<file path="src/rtl/psg_register_controller.sv">
// ---------------------------------------------------------------------------
// psg_register_controller
//
// Bus-side write controller for an SN76489-style PSG. Bytes arrive over a
// valid/ready handshake and are decoded with the latch/data byte protocol
// into four attenuation registers, three tone frequency registers and one
// noise control register. After every accepted byte the controller holds
// wr_ready low for BUSY_CYCLES cycles to model the chip's busy window.
//
// Handshake: a byte transfers on a posedge where wr_valid && wr_ready.
// wr_ready depends only on the FSM state (and reset), never on wr_valid, so
// the writer may hold wr_valid and wr_data steady until the transfer happens.
//
// Ports:
//   clk               clock
//   reset             synchronous, active-high reset
//   wr_data[7:0]      write byte
//   wr_valid          write request
//   wr_ready          controller can accept a byte this cycle
//   attn_flat[15:0]   attenuation ch0..3 (ch n at [4n+3:4n], ch3 = noise)
//   tone_freq_flat    tone ch0..2 (ch n at [10n+9:10n])
//   noise_ctrl[2:0]   bit2 white/periodic, bits1:0 rate select
//   noise_use_tone2   noise clocked from tone channel 2 (rate == 2'b11)
//   noise_lfsr_reset  one-cycle pulse on every noise register write
// ---------------------------------------------------------------------------
module psg_register_controller #(
    parameter int BUSY_CYCLES              = 32,
    parameter int TONE_FREQUENCY_BITS      = 10,
    parameter int ATTENUATION_CONTROL_BITS = 4,
    parameter int NOISE_CONTROL_BITS       = 3
) (
    input  logic                                  clk,
    input  logic                                  reset,
    input  logic [7:0]                            wr_data,
    input  logic                                  wr_valid,
    output logic                                  wr_ready,
    output logic [4*ATTENUATION_CONTROL_BITS-1:0] attn_flat,
    output logic [3*TONE_FREQUENCY_BITS-1:0]      tone_freq_flat,
    output logic [NOISE_CONTROL_BITS-1:0]         noise_ctrl,
    output logic                                  noise_use_tone2,
    output logic                                  noise_lfsr_reset
);

    localparam int CNT_W = (BUSY_CYCLES > 1) ? $clog2(BUSY_CYCLES) : 1;
    localparam logic [CNT_W-1:0] BUSY_LOAD = CNT_W'((BUSY_CYCLES > 0) ? BUSY_CYCLES - 1 : 0);

    typedef enum logic {
        IDLE = 1'b0,
        BUSY = 1'b1
    } state_t;

    // state is left as a named register so checkers can bind to it directly
    state_t                              state;
    logic [CNT_W-1:0]                    busy_cnt;
    logic [ATTENUATION_CONTROL_BITS-1:0] attn [4];
    logic [TONE_FREQUENCY_BITS-1:0]      tone [3];
    logic [1:0]                          lat_ch;
    logic                                lat_typ;
    logic                                accept;
    logic [1:0]                          tgt_ch;
    logic                                tgt_typ;

    assign wr_ready = (state == IDLE) && !reset;
    assign accept   = wr_valid && wr_ready;

    // A latch byte names its own target; a data byte reuses the latched one.
    assign tgt_ch  = wr_data[7] ? wr_data[6:5] : lat_ch;
    assign tgt_typ = wr_data[7] ? wr_data[4]   : lat_typ;

    always_ff @(posedge clk) begin
        if (reset) begin
            state            <= IDLE;
            busy_cnt         <= '0;
            lat_ch           <= 2'd0;
            lat_typ          <= 1'b0;
            noise_ctrl       <= '0;
            noise_lfsr_reset <= 1'b0;
            for (int i = 0; i < 4; i++) attn[i] <= '1;
            for (int i = 0; i < 3; i++) tone[i] <= '0;
        end else begin
            noise_lfsr_reset <= 1'b0;

            if (accept) begin
                if (wr_data[7]) begin
                    lat_ch  <= wr_data[6:5];
                    lat_typ <= wr_data[4];
                end

                if (tgt_typ) begin
                    for (int i = 0; i < 4; i++)
                        if (tgt_ch == 2'(i)) attn[i] <= wr_data[ATTENUATION_CONTROL_BITS-1:0];
                end else if (tgt_ch == 2'd3) begin
                    noise_ctrl       <= wr_data[NOISE_CONTROL_BITS-1:0];
                    noise_lfsr_reset <= 1'b1;
                end else begin
                    // Latch bytes carry the low nibble, data bytes the upper six bits.
                    for (int i = 0; i < 3; i++) begin
                        if (tgt_ch == 2'(i)) begin
                            if (wr_data[7]) tone[i][3:0] <= wr_data[3:0];
                            else            tone[i][TONE_FREQUENCY_BITS-1:4] <= wr_data[5:0];
                        end
                    end
                end
            end

            // Counter is loaded with BUSY_CYCLES-1 so that wr_ready stays
            // low for exactly BUSY_CYCLES cycles after the accept cycle.
            case (state)
                IDLE: begin
                    if (accept && (BUSY_CYCLES > 0)) begin
                        state    <= BUSY;
                        busy_cnt <= BUSY_LOAD;
                    end
                end
                BUSY: begin
                    if (busy_cnt == '0) state <= IDLE;
                    else                busy_cnt <= busy_cnt - 1'b1;
                end
                default: state <= IDLE;
            endcase
        end
    end

    always_comb begin
        attn_flat      = '0;
        tone_freq_flat = '0;
        for (int i = 0; i < 4; i++)
            attn_flat[ATTENUATION_CONTROL_BITS*i +: ATTENUATION_CONTROL_BITS] = attn[i];
        for (int i = 0; i < 3; i++)
            tone_freq_flat[TONE_FREQUENCY_BITS*i +: TONE_FREQUENCY_BITS] = tone[i];
    end

    assign noise_use_tone2 = (noise_ctrl[1:0] == 2'b11);

endmodule

</file>
<file path="config.mk">
export PLATFORM = sky130hd
export DESIGN_NAME = psg_register_controller
export DESIGN_NICKNAME = d
export VERILOG_FILES = /design/src/rtl/psg_register_controller.sv
export SDC_FILE = /design/constraint.sdc
export NUM_CORES = 1
export LEC_CHECK = 0
export BUFFER_PORTS_ARGS = -buffer_cell sky130_fd_sc_hd__buf_4
export CORE_UTILIZATION = 56
export CTS_CLUSTER_SIZE = 16
export DETAILED_ROUTE_END_ITERATION = 7
export HOLD_SLACK_MARGIN = 0.03
export PLACE_DENSITY = 0.84
export SLEW_MARGIN = 10
export SYNTH_ARGS = -nofsm -noshare
export SYNTH_HDL_FRONTEND = slang
export SYNTH_SLANG_ARGS = --single-unit
</file>
<file path="constraint.sdc">
create_clock -name clk -period 3.3 [get_ports clk]
set_input_delay 0 -clock clk [delete_from_list [all_inputs] [get_ports clk]]
set_output_delay 0 -clock clk [all_outputs]
set_load 0.005 [all_outputs]
</file>
==> metrics.cfg <==
[timing]
post-route-min-period_ns=2.30
setup_viol=0
tightest_slew_ns=0.654
slew_violations=0
relSlewSlack=0.552
fmax_mhz=436
fin_crit_sh=0.695
rsz0062_at_grt=no
fin_tns_setup_ns=0
hold_violations=0
fin_worst_skew_ns=0.00651
hold_ws_ns=0.0468

[synthesis]
yosysSeqAreaShare=0.665
ys_types=45
synth_flop_cell=edfxtp_1
synth_cells=187
syn-cell-area_um2=2470
ys_top_cells_by_area=edfxtp_1 56%, dfxtp_1 11%, mux2i_1 2.4%
synth_top_area_frac=0.559
yosysWarnings=0
syn_avg_cell_area_um2=13.2
yosysTopAreaCell=edfxtp_1
async_flop_share=0
synth_fp_nets=200
synth_edf_count=46
ys_ff_latch=59

[worst_setup_path]
r2r-start=lat_ch[0]
critical_path_buf_inv_count=2
worstRegToRegCells=3
criticalPathCategory=in2reg
cp_max_fo=8
slowest_delay_ns=0.65
crit_required_ns=3.26
r2r_end=tone[0][4]
crit_family=compound AO/OA/AOI/OAI gates
r2r_slack_ns=1.07
start_kind=input pin
path_cells=dlygate4sd3_1 > buf_4 > mux2i_1 > o211ai_1 > o21bai_1
critPathSlowestCell=o21bai_1
cp.arrival_ns=2.26
end_kind=flip-flop

[routing]
wirelength_mm=5.56
drtPass1Iterations=5
avgViaCountPerCell=5.73
antenna_left=0
drt_iter0_markers=127
dr_total_vias=1792
wl_per_cell_um=17.8
drc_errors=0

[worst_hold_path]
hold_path.class=in2reg
min_to=tone[2][8]
hold_start=wr_data[4]
worstHoldPathCells=2

[finish]
antenna_cells=0
layout.cells.non_filler=313
final_layout_size_suffix_gt1_frac=0.327
stdcell_area_um2=3170
nets=272
synthToLayoutAreaGrowth_pct=28.5

[floorplanning]
row_count=23
die_h_um=68.4
ios=63
start_util=0.600
core_area_um2=4120
die_area_um2=4680
die_w_um=68.4

[run]
drv_cap=0

[clocking]
cts_buffer_depth=2
root_buffer=clkbuf_8
cts_resized=0
clock-sinks=59
cts_tree=built
clock_latency_ns=0.33
htreeDepth=3
post_cts_buffers=0
numCtsBuffers=9
path_clk_slew_ns=0.06

[grt]
grt_pass1_wl_mm=8.26
grt-ovfl-total=0
grt_pass1_vias=1697
track_usage=0.259
antenna_found_initial=0
grt_max_degree=29

[pwr]
p_total_w=0.00155
ir_drop_mv=0.478
power-per-cell-area_nw_per_um2=488
p_leak_nw=1.23

[place]
dp_cells=291
globalplace.congestion=0.836
io_buffer_count=62
placed_cell_area_um2=2950
hpwl_mm=3.76

[run_status]
status=completed

==> worst reg2reg max path: cells and delay by family (launching register included) <==
kind / cells / cell delay [ns]
flops: 1 / 0.34
compound gates: 2 / 1.06
mux: 1 / 0.47
==> sequential cells by signal, indices dropped and copies added (netlist names) <==
name / flops
state: 1
tone: 30
lat_ch: 2
busy_cnt: 5
noise_ctrl: 3
lat_typ: 1
noise_lfsr_reset: 1
attn: 16
==> worst max-delay path by stage <==
stage	cells past startpoint	endpoint	startpoint	slack (ns)
floorplan	3	tone[0][4]	lat_ch[0]	1.55
global placement	3	tone[0][8]	lat_ch[0]	1.33
detailed placement	3	tone[0][8]	lat_ch[0]	1.19
CTS	5	tone[0][4]	wr_data[5]	1.04
global route	5	tone[0][5]	wr_data[5]	0.90
finish	5	tone[0][4]	wr_data[5]	1.00
==> where the power goes <==
group	total, W	switching [W]	internal (W)
clock network	0.000515	0.000254	0.000262
registers	0.000860	0.0000215	0.000839
logic	0.000174	0.0000958	0.0000778
==> per-stage QoR <==
stage                     worst slack [ns]   util
final                                 1.00  0.771
after global routing                 0.900  0.771
after CTS                             1.04  0.771
after detailed placement              1.19  0.718
after global placement                1.33  0.718
after floorplan                       1.55      -
==> cells in the final DEF (no fill, tap or decap), types with 2 or more instances in the layout <==
cell,n
buf_4,63
edfxtp_1,46
dfxtp_1,13
inv_1,12
nand2_1,12
nand2b_1,9
clkbuf_8,9
and2_1,8
nand3_1,8
nor2_1,7
dlygate4sd3_1,7
mux2i_1,6
o22ai_1,6
a21oi_1,4
nor3b_1,3
nor3_1,3
nand3b_1,3
a211oi_2,3
clkinv_2,3
a41o_1,2
o21bai_1,2
or3b_1,2
or2_1,2
or2_2,2
a211oi_1,2
o21ai_0,2
ha_1,2
clkbuf_1,2
==> synthesized netlist by cell type (all sizes together), types with 3 or more instances <==
| cell type | count |
|---|---|
| nor2 | 7 |
| nand2b | 9 |
| nand2 | 12 |
| or3b | 3 |
| nand3b | 3 |
| nor3 | 3 |
| mux2i | 6 |
| dfxtp | 13 |
| buf | 4 |
| o22ai | 6 |
| edfxtp | 46 |
| nor3b | 4 |
| a211oi | 5 |
| inv | 13 |
| a21oi | 4 |
| or2 | 4 |
| clkbuf | 5 |
| nand3 | 8 |
| and2 | 8 |
==> area by class of cell <==
type                            instances  area, um2
Fill cell                             273        941
Timing Repair Buffer                   70        543
Clock inverter                          4       18.8
Tap cell                               50       62.6
Clock buffer                           11        131
Sequential cell                        59       1640
Inverter                               13       48.8
Multi-Input combinational cell        106        728
==> logic make-up (layout without fill, tap and decap cells) <==
kind of cell	after synthesis	in the layout	synth area share
AND/OR/NAND/NOR	66	66	0.155
flip-flops	59	59	0.665
multiplexers	7	7	0.0289
adder cells (fa/ha/maj)	2	2	0.0101
XOR/XNOR	1	1	0.00355
AO/OA/AOI/OAI	30	30	0.0973
buffers and inverters	22	98	0.0405
==> layer usage <==
metal / up-vias / GRT usage / wire length [um]
li1: 832 / - / -
met1: 842 / 0.286 / 2010
met2: 101 / 0.452 / 3020
met3: 17 / 0.0583 / 366
met4: 0 / 0.151 / 158
met5: - / 0 / 0
==> timing repair <==
action,4_1_cts,5_1_grt
hold buffers,7,0
hold endpoints to repair,8,0
endpoints found under the setup margin,0,0
Power figures use the tool's default switching activity.
